## config.mk

```make
export PLATFORM = sky130hd
export DESIGN_NAME = fetch_controller_flat
export DESIGN_NICKNAME = d
export VERILOG_FILES = /design/src/rtl/fetch_pkg.sv /design/src/rtl/fetch_if.sv /design/src/rtl/fetch_pc_gen.sv /design/src/rtl/fetch_controller.sv /design/src/flat_wrapper.sv
export SDC_FILE = /design/constraint.sdc
export NUM_CORES = 1
export LEC_CHECK = 0
export ABC_AREA = 1
export CAP_MARGIN = 15
export CORE_MARGIN = 1
export CORE_UTILIZATION = 48
export DETAILED_ROUTE_END_ITERATION = 6
export PLACE_DENSITY = 0.84
export SLEW_MARGIN = 25
export SYNTH_ARGS = -nofsm -noshare
export SYNTH_HDL_FRONTEND = slang
export SYNTH_HIERARCHICAL = 1
export SYNTH_SLANG_ARGS = --single-unit
```

## constraint.sdc

```tcl
create_clock -name clk -period 2.15 [get_ports clk]
set_input_delay 0.3225 -clock clk [delete_from_list [all_inputs] [get_ports clk]]
set_output_delay 0.3225 -clock clk [all_outputs]
set_load 0.03 [all_outputs]
```

## src/rtl/fetch_pkg.sv

```systemverilog
// Shared types and constants for the instruction fetch controller.
package fetch_pkg;

  typedef enum logic [1:0] {
    IDLE = 2'd0,
    REQ  = 2'd1,
    WAIT = 2'd2,
    HOLD = 2'd3
  } fetch_state_e;

  localparam int          XLEN_DEF         = 32;
  localparam logic [31:0] INSTR_ALIGN_MASK = 32'hFFFF_FFFC;

endpackage

```

## src/rtl/fetch_if.sv

```systemverilog
// Fetch buses: req/gnt + rvalid towards instruction memory, valid/ready towards decode.
interface fetch_if #(
  parameter int XLEN = fetch_pkg::XLEN_DEF
);

  logic            imem_req;
  logic [XLEN-1:0] imem_addr;
  logic            imem_gnt;
  logic            imem_rvalid;
  logic [XLEN-1:0] imem_rdata;

  logic            if_valid;
  logic            if_ready;
  logic [XLEN-1:0] if_instr;
  logic [XLEN-1:0] if_pc;

  // master = fetch controller, slave = memory + decode side
  modport master (
    output imem_req, imem_addr,
    input  imem_gnt, imem_rvalid, imem_rdata,
    output if_valid, if_instr, if_pc,
    input  if_ready
  );

  modport slave (
    input  imem_req, imem_addr,
    output imem_gnt, imem_rvalid, imem_rdata,
    input  if_valid, if_instr, if_pc,
    output if_ready
  );

endinterface

```

## src/rtl/fetch_pc_gen.sv

```systemverilog
// Fetch PC register: reset load, word-aligned redirect (highest priority), +4 on accepted request.
// Single-cycle update; no handshake of its own.
module fetch_pc_gen
  import fetch_pkg::*;
#(
  parameter int              XLEN     = XLEN_DEF,
  parameter logic [XLEN-1:0] RESET_PC = '0
) (
  input  logic            clk,
  input  logic            reset,
  input  logic            inc,
  input  logic            redirect_valid,
  input  logic [XLEN-1:0] redirect_pc,
  output logic [XLEN-1:0] pc
);

  // Clears only the two byte-offset bits, whatever XLEN is.
  localparam logic [XLEN-1:0] ALIGN_MASK = ~XLEN'(~INSTR_ALIGN_MASK);

  always_ff @(posedge clk) begin
    if (reset) begin
      pc <= RESET_PC;
    end else if (redirect_valid) begin
      pc <= redirect_pc & ALIGN_MASK;
    end else if (inc) begin
      pc <= pc + XLEN'(4);
    end
  end

endmodule

```

## src/rtl/fetch_controller.sv

```systemverilog
// Instruction fetch sequencer: one outstanding imem request, result held for decode until if_ready.
// if_valid rises 2 cycles after imem_req with zero-wait memory; decode stall holds the word in HOLD.
module fetch_controller
  import fetch_pkg::*;
#(
  parameter int              XLEN     = XLEN_DEF,
  parameter logic [XLEN-1:0] RESET_PC = '0
) (
  input  logic            clk,
  input  logic            reset,
  input  logic            enable,
  input  logic            redirect_valid,
  input  logic [XLEN-1:0] redirect_pc,
  fetch_if.master         bus,
  output logic            busy
);

  fetch_state_e    state;
  fetch_state_e    next_state;
  logic            discard;
  logic [XLEN-1:0] pc;
  logic [XLEN-1:0] req_pc;
  logic            req_accept;

  assign req_accept = (state == REQ) && bus.imem_gnt;

  // A redirect in the grant cycle retargets pc instead of advancing it.
  fetch_pc_gen #(
    .XLEN     (XLEN),
    .RESET_PC (RESET_PC)
  ) u_pc_gen (
    .clk            (clk),
    .reset          (reset),
    .inc            (req_accept && !redirect_valid),
    .redirect_valid (redirect_valid),
    .redirect_pc    (redirect_pc),
    .pc             (pc)
  );

  always_ff @(posedge clk) begin
    if (reset) begin
      state <= IDLE;
    end else begin
      state <= next_state;
    end
  end

  always_comb begin
    next_state = state;
    case (state)
      IDLE: next_state = enable ? REQ : IDLE;
      REQ: begin
        if (bus.imem_gnt) next_state = WAIT;
      end
      WAIT: begin
        if (bus.imem_rvalid) begin
          if (redirect_valid)  next_state = REQ;
          else if (discard)    next_state = enable ? REQ : IDLE;
          else                 next_state = HOLD;
        end
      end
      HOLD: begin
        if (redirect_valid || bus.if_ready) next_state = enable ? REQ : IDLE;
      end
      default: next_state = IDLE;
    endcase
  end

  always_comb begin
    bus.imem_req  = (state == REQ);
    bus.imem_addr = pc;
    busy          = (state != IDLE);
  end

  always_ff @(posedge clk) begin
    if (reset) begin
      discard      <= 1'b0;
      req_pc       <= '0;
      bus.if_valid <= 1'b0;
      bus.if_instr <= '0;
      bus.if_pc    <= '0;
    end else begin
      if (req_accept) begin
        req_pc <= pc;
      end

      // The in-flight response belongs to the old path once a redirect hits REQ+gnt or WAIT.
      if (redirect_valid && (req_accept || (state == WAIT && !bus.imem_rvalid))) begin
        discard <= 1'b1;
      end else if (state == WAIT && bus.imem_rvalid) begin
        discard <= 1'b0;
      end

      if (redirect_valid) begin
        bus.if_valid <= 1'b0;
      end else if (state == WAIT && bus.imem_rvalid && !discard) begin
        bus.if_valid <= 1'b1;
        bus.if_instr <= bus.imem_rdata;
        bus.if_pc    <= req_pc;
      end else if (state == HOLD && bus.if_ready) begin
        bus.if_valid <= 1'b0;
      end
    end
  end

endmodule

```

## src/flat_wrapper.sv

```systemverilog
// flat-port wrapper written by rule: the top's interface ports become plain ports
module fetch_controller_flat import fetch_pkg::*;
#(
  parameter int              XLEN     = XLEN_DEF,
  parameter logic [XLEN-1:0] RESET_PC = '0
)
  (clk, reset, enable, redirect_valid, redirect_pc, busy, bus_imem_req, bus_imem_addr, bus_imem_gnt, bus_imem_rvalid, bus_imem_rdata, bus_if_valid, bus_if_instr, bus_if_pc, bus_if_ready);
  fetch_if #(.XLEN(XLEN)) bus_i ();
  input  logic clk;
  input  logic reset;
  input  logic enable;
  input  logic redirect_valid;
  input  logic [XLEN-1:0] redirect_pc;
  output logic busy;
  output wire logic [$bits(bus_i.imem_req)-1:0] bus_imem_req;
  output wire logic [$bits(bus_i.imem_addr)-1:0] bus_imem_addr;
  input wire logic [$bits(bus_i.imem_gnt)-1:0] bus_imem_gnt;
  input wire logic [$bits(bus_i.imem_rvalid)-1:0] bus_imem_rvalid;
  input wire logic [$bits(bus_i.imem_rdata)-1:0] bus_imem_rdata;
  output wire logic [$bits(bus_i.if_valid)-1:0] bus_if_valid;
  output wire logic [$bits(bus_i.if_instr)-1:0] bus_if_instr;
  output wire logic [$bits(bus_i.if_pc)-1:0] bus_if_pc;
  input wire logic [$bits(bus_i.if_ready)-1:0] bus_if_ready;
  assign bus_imem_req = bus_i.imem_req;
  assign bus_imem_addr = bus_i.imem_addr;
  assign bus_i.imem_gnt = bus_imem_gnt;
  assign bus_i.imem_rvalid = bus_imem_rvalid;
  assign bus_i.imem_rdata = bus_imem_rdata;
  assign bus_if_valid = bus_i.if_valid;
  assign bus_if_instr = bus_i.if_instr;
  assign bus_if_pc = bus_i.if_pc;
  assign bus_i.if_ready = bus_if_ready;
  fetch_controller #(.XLEN(XLEN), .RESET_PC(RESET_PC)) u_core (.clk(clk), .reset(reset), .enable(enable), .redirect_valid(redirect_valid), .redirect_pc(redirect_pc), .bus(bus_i), .busy(busy));
endmodule
```

# ---- Yosys cells after proc, flatten, opt, wreduce, memory -nomap -nowiden
# Cells that the tools add are included.
dict set report op_classes {
  div 0
  addsub 1
  n_eq_ne 6
  muxes 13
  n_shift 0
  n_reduce_logical 20
  bitwise 1
  order_cmp 0
  multipliers 0
}
# operator n
set op_table {}
lappend op_table {{two-way mux 32 bit} 2}
lappend op_table {{adder 32 x 3 -> 32 bit, second input constant} 1}
lappend op_table {{two-way mux 2 bit} 5}
lappend op_table {{one-hot mux 2 bit (4 select lines)} 1}
lappend op_table {{nonzero test 2 bit} 4}
lappend op_table {{logical AND 1 bit} 7}
lappend op_table {{two-way mux 1 bit} 5}
lappend op_table {{== test 2 bit, second input constant} 2}
lappend op_table {{inequality test 2 x 1 -> 1 bit, second input constant} 2}
lappend op_table {{zero test 1 bit} 3}
lappend op_table {{AND reduction 3 bit} 1}
lappend op_table {{== test 2 x 1 -> 1 bit, second input constant} 1}
lappend op_table {{zero test 2 bit} 1}
lappend op_table {{logical OR 1 bit} 2}
lappend op_table {{inequality test 2 bit, second input constant} 1}
lappend op_table {{AND reduction 2 bit} 1}
lappend op_table {{OR reduction 2 bit} 1}
lappend op_table {{NOT 1 bit} 1}
dict set report word_totals {
  mem_count 0
  in_bits 71
  romBits 0
  out_inout_bits 99
  latchBits 0
  ram_bits 0
  register_bits 132
  word_cells 49
}

# ---- Depth between registers and ports, before layout
dict set report logic_depth {
  word_depth 5
  ltp_mapped 11
  depth_no_buf 10
}

# ---- By module
# The synthesis kept the hierarchy.
# module cells_per_inst n_inst seq_area_each_um2 area_each_um2
set by_module_without_submodules {}
lappend by_module_without_submodules {fetch_controller 478 1 2001.9 3860.0}
lappend by_module_without_submodules {fetch_pc_gen 326 1 600.6 2100.8}

# ---- Worst setup path after synthesis
# No wires, ideal clock.
dict set report synth_path {
  kind {register -> register}
  startpoint {reg u_core.state[1]}
  endpoint {reg u_core.u_pc_gen.pc[30]}
  period_less_slack_ps 2170
  path_stages_with_launch 11
  path_buffers 2
  t_arrival_ps 2099
  t_required_ps 2079
  path_slack_ps -20
  setup_time_ps 71
  cell_sequence {dfxtp_1 inv_1 ha_1 nand2_1 clkbuf_1 nor2_1 nand2_1 inv_1 buf_4 nand3_1 a21oi_1}
}
dict set report synth_between {
  elab_chain_cells 4
}
# item line
set synth_lines {}
lappend synth_lines {{start, declared} fetch_controller.sv:18} ;# fetch_state_e state;
lappend synth_lines {{start signal, assigned} fetch_controller.sv:44} ;# state <= next_state;
lappend synth_lines {{== test 2 x 1 -> 1 bit} n/a}
lappend synth_lines {{named net bus_imem_req} flat_wrapper.sv:15} ;# output wire logic [$bits(bus_i.imem_req)-1:0] bus_imem_req;
lappend synth_lines {{logical AND 1 bit} fetch_controller.sv:25} ;# assign req_accept = (state == REQ) && bus.imem_gnt;
lappend synth_lines {{logical AND 1 bit} fetch_controller.sv:34} ;# .inc (req_accept && !redirect_valid),
lappend synth_lines {{nonzero test 2 bit (no line)} n/a}
lappend synth_lines {{end signal, assigned} fetch_pc_gen.sv:24} ;# pc <= redirect_pc & ALIGN_MASK;
lappend synth_lines {{end signal, assigned} fetch_pc_gen.sv:26} ;# pc <= pc + XLEN'(4);
lappend synth_lines {{end, declared} fetch_pc_gen.sv:14} ;# output logic [XLEN-1:0] pc
# The timed path passes the listed nets, and every way through them passes these cells.
# A chain may end at the register's enable or synchronous reset.

# ---- Worst setup path in the final report
dict set report layout_path {
  startpoint {reg u_core.state[1]}
  endpoint {out bus_imem_req}
}
dict set report layout_between {
  elab_chain_cells 1
}
# item line
set layout_lines {}
lappend layout_lines {{== test 2 x 1 -> 1 bit} fetch_controller.sv:70} ;# bus.imem_req = (state == REQ);
lappend layout_lines {{end, declared} flat_wrapper.sv:15}
# No other way between the ends.

==> qor.txt <==
CTS Buf Count - 17
CTS-repair resized insts - 0
Diodes inserted - 0
Worst path setup slack after routing - 0.0518 ns
Most common cell in the netlist - nand2_1
Core box area - 12,100 um^2
Power per Cell Area - 883 nW/um^2
Chip height - 113 um
Layout area overhead - 41.0%
Post-synth EDFFs - 0
Top-area cell type share of the netlist area - 43.7%
X dimension of the die - 113 um
WS Path Type - reg2out
Leak - 3.02 nW
DRT iter0 DRCs - 396
Synth top cells by count - nand2_1 (178), dfxtp_1 (130), nor2_1 (101)
Congestion Overflow GR - 0
CTS tree - built
Mapped cell area - 5960 um^2
Clock Skews - 0.0115 ns
Crit-path leading delay family - buffers and inverters
Maximum level of the CTS H-tree - 4
Worst path bufs/invs - 2
Critical path's slowest cell - clkdlybuf4s50_1
Antenna violations before repair - 0
Syn_area_per_cell - 7.41 um^2
DR WL/cell - 14.6 um
CP Capture Type - output port
# nets final - 1,038
Final min period - 2.10 ns
First-pass GRT wire length - 26,900 um
Clock Latency Late Sink - 0.43 ns
DR DRC count - 0
DRT Wirelength - 16,700 um
Fmax achieved - 477 MHz
Slew HR - 42.3%
Setup Fix Bufs, Post-CTS - 0
Placement Setup Slack - 0.226 ns
Outcome - completed
Fill cells - 976
FP Rows - 40
DPL Wire Length - 11,300 um
Clk buf depth - 2
Layout cells sized above 1 - 10.6%
Worst path max stage delay - 0.68 ns
# port buffers - 165
Worst IR drop on VDD - 0.000506 V
Asr flop ratio synth - 0%
Largest net degree at the start of global routing - 38
Clock Root Buffer - clkbuf_16
Seq/Total Area, Yosys - 43.7%
Post-DRT Antenna Nets - 0
RSZ-0062 raised after global routing - false
Fin util - 69.7%
Mapped Cells - 804
Initial Util - 49.4%
Synth unique cells - 28
Slew at the pin closest to its max-slew limit - 0.864 ns
#FFs+latches synth - 130
DR vias/cell - 5.29
Max cap viols - 0
Setup Viol. Count Final - 0
CP cell instances - inv_1 -> ha_2 -> clkdlybuf4s50_1
Setup TNS - 0 ns
Via count - 6,036
Worst Path Required - 1.83 ns
Largest cells by area after synthesis - dfxtp_1 (44%), nand2_1 (11%), nand3_1 (7.6%)
Number of global-route vias before repair - 5,609
Hold_buf cts - 0
CTS Sinks - 130
RePlAce Congestion - 0.873
Placed cell count - 1,110
Slew Viols, Final - 0
Die area - 12,900 um^2
Warnings from Yosys - 6
Total I/O pin count - 170
Synth Flop Type - dfxtp_1
Clock-pin transition on the worst setup and hold timing paths - 0.06 ns
Fin crit share - 97.6%
Max FO, Critical Path - 4
Hold/Removal Path Class - in2reg
Data arrival, critical path - 1.78 ns
Area leader, netlist - dfxtp_1
Final hold vios - 0
DRT Pass-1 Iters - 5
Gr usage total - 26.6%
Post-route insts no fill - 1,142
Final hold slack - 0.293 ns
Worst Setup Start Kind - flip-flop
-- through the flow --
stage	total power [mW]	cell area, um^2
6_report	7.42	8400
5_1_grt	7.74	8400
4_1_cts	7.44	8400
3_5_place_dp	4.33	7760
3_3_place_gp	4.29	7760
2_1_floorplan	3.79	5970
-- layout make-up --
cell class | instances | area [um^2] | area share [%]
multi-input cells | 582 | 2910 | 34.6
flip-flops and latches | 130 | 2600 | 31.0
repair buffers | 186 | 1880 | 22.4
clock buffers | 22 | 454 | 5.41
well taps | 168 | 210 | 2.50
clock inverters | 10 | 181 | 2.16
inverters | 44 | 165 | 1.97
-- layout by cell type (no fill, tap or decap), types with 13 or more instances in the layout --
master | Yosys | layout
a22oi_1 | 20 | 20
dfxtp_1 | 130 | 130
a21oi_2 | 13 | 13
o21ai_0 | 40 | 40
nand2_1 | 178 | 177
nand3_1 | 90 | 90
nor2_1 | 101 | 101
clkdlybuf4s50_1 | 0 | 163
inv_1 | 41 | 41
buf_4 | 18 | 16
clkbuf_16 | 0 | 17
a21oi_1 | 79 | 79
-- worst register-to-register path, delay by kind of cell, from the launching register on --
family | cells | cell delay (ns)
fa+ha+maj | 1 | 0.21
buf+inv | 4 | 0.75
simple gates | 3 | 0.38
flops | 1 | 0.38
-- layer usage --
metal,global-route usage (%),up-vias,share of wire [%]
met5,0,-,0
met2,44.7,279,47
met3,6.59,41,7.6
li1,-,2959,-
met1,32.4,2757,42
met4,11.8,0,2.6
-- worst paths after layout --
kind | slack [ns] | cells after the start | end | from
worst max-delay path | 0.05 | 3 | bus_imem_req | u_core/state[1]
worst max register to register | 0.32 | 8 | u_core/req_pc[3] | u_core/state[1]
worst min-delay path | 0.29 | 2 | u_core/u_pc_gen/pc[21] | reset
worst min register to register | 0.46 | 2 | u_core/bus.if_instr[20] | u_core/bus.if_instr[20]
-- state kept, by name (all words and copies together) (netlist names) --
register             count
u_core/req_pc           32
u_core/bus.if_instr     32
u_core/discard           1
u_core/bus.if_pc        32
u_core/bus.if_valid      1
u_core/state             2
u_core/u_pc_gen/pc      30
-- logic make-up after synthesis --
group	synth area share (%)
fa+ha+maj	1.26
other cells	0.0629
flops	43.7
simple gates	31.3
compound gates	15.2
xor+xnor	0.735
buf+inv	7.83
-- report_power, final --
group,total [mW],internal [mW],switching (mW)
clock network,3.12,2.08,1.04
logic,1.47,0.591,0.881
registers,2.83,2.64,0.185
total,7.42,5.31,2.10
No activity file was read; power rests on OpenSTA's default activity.
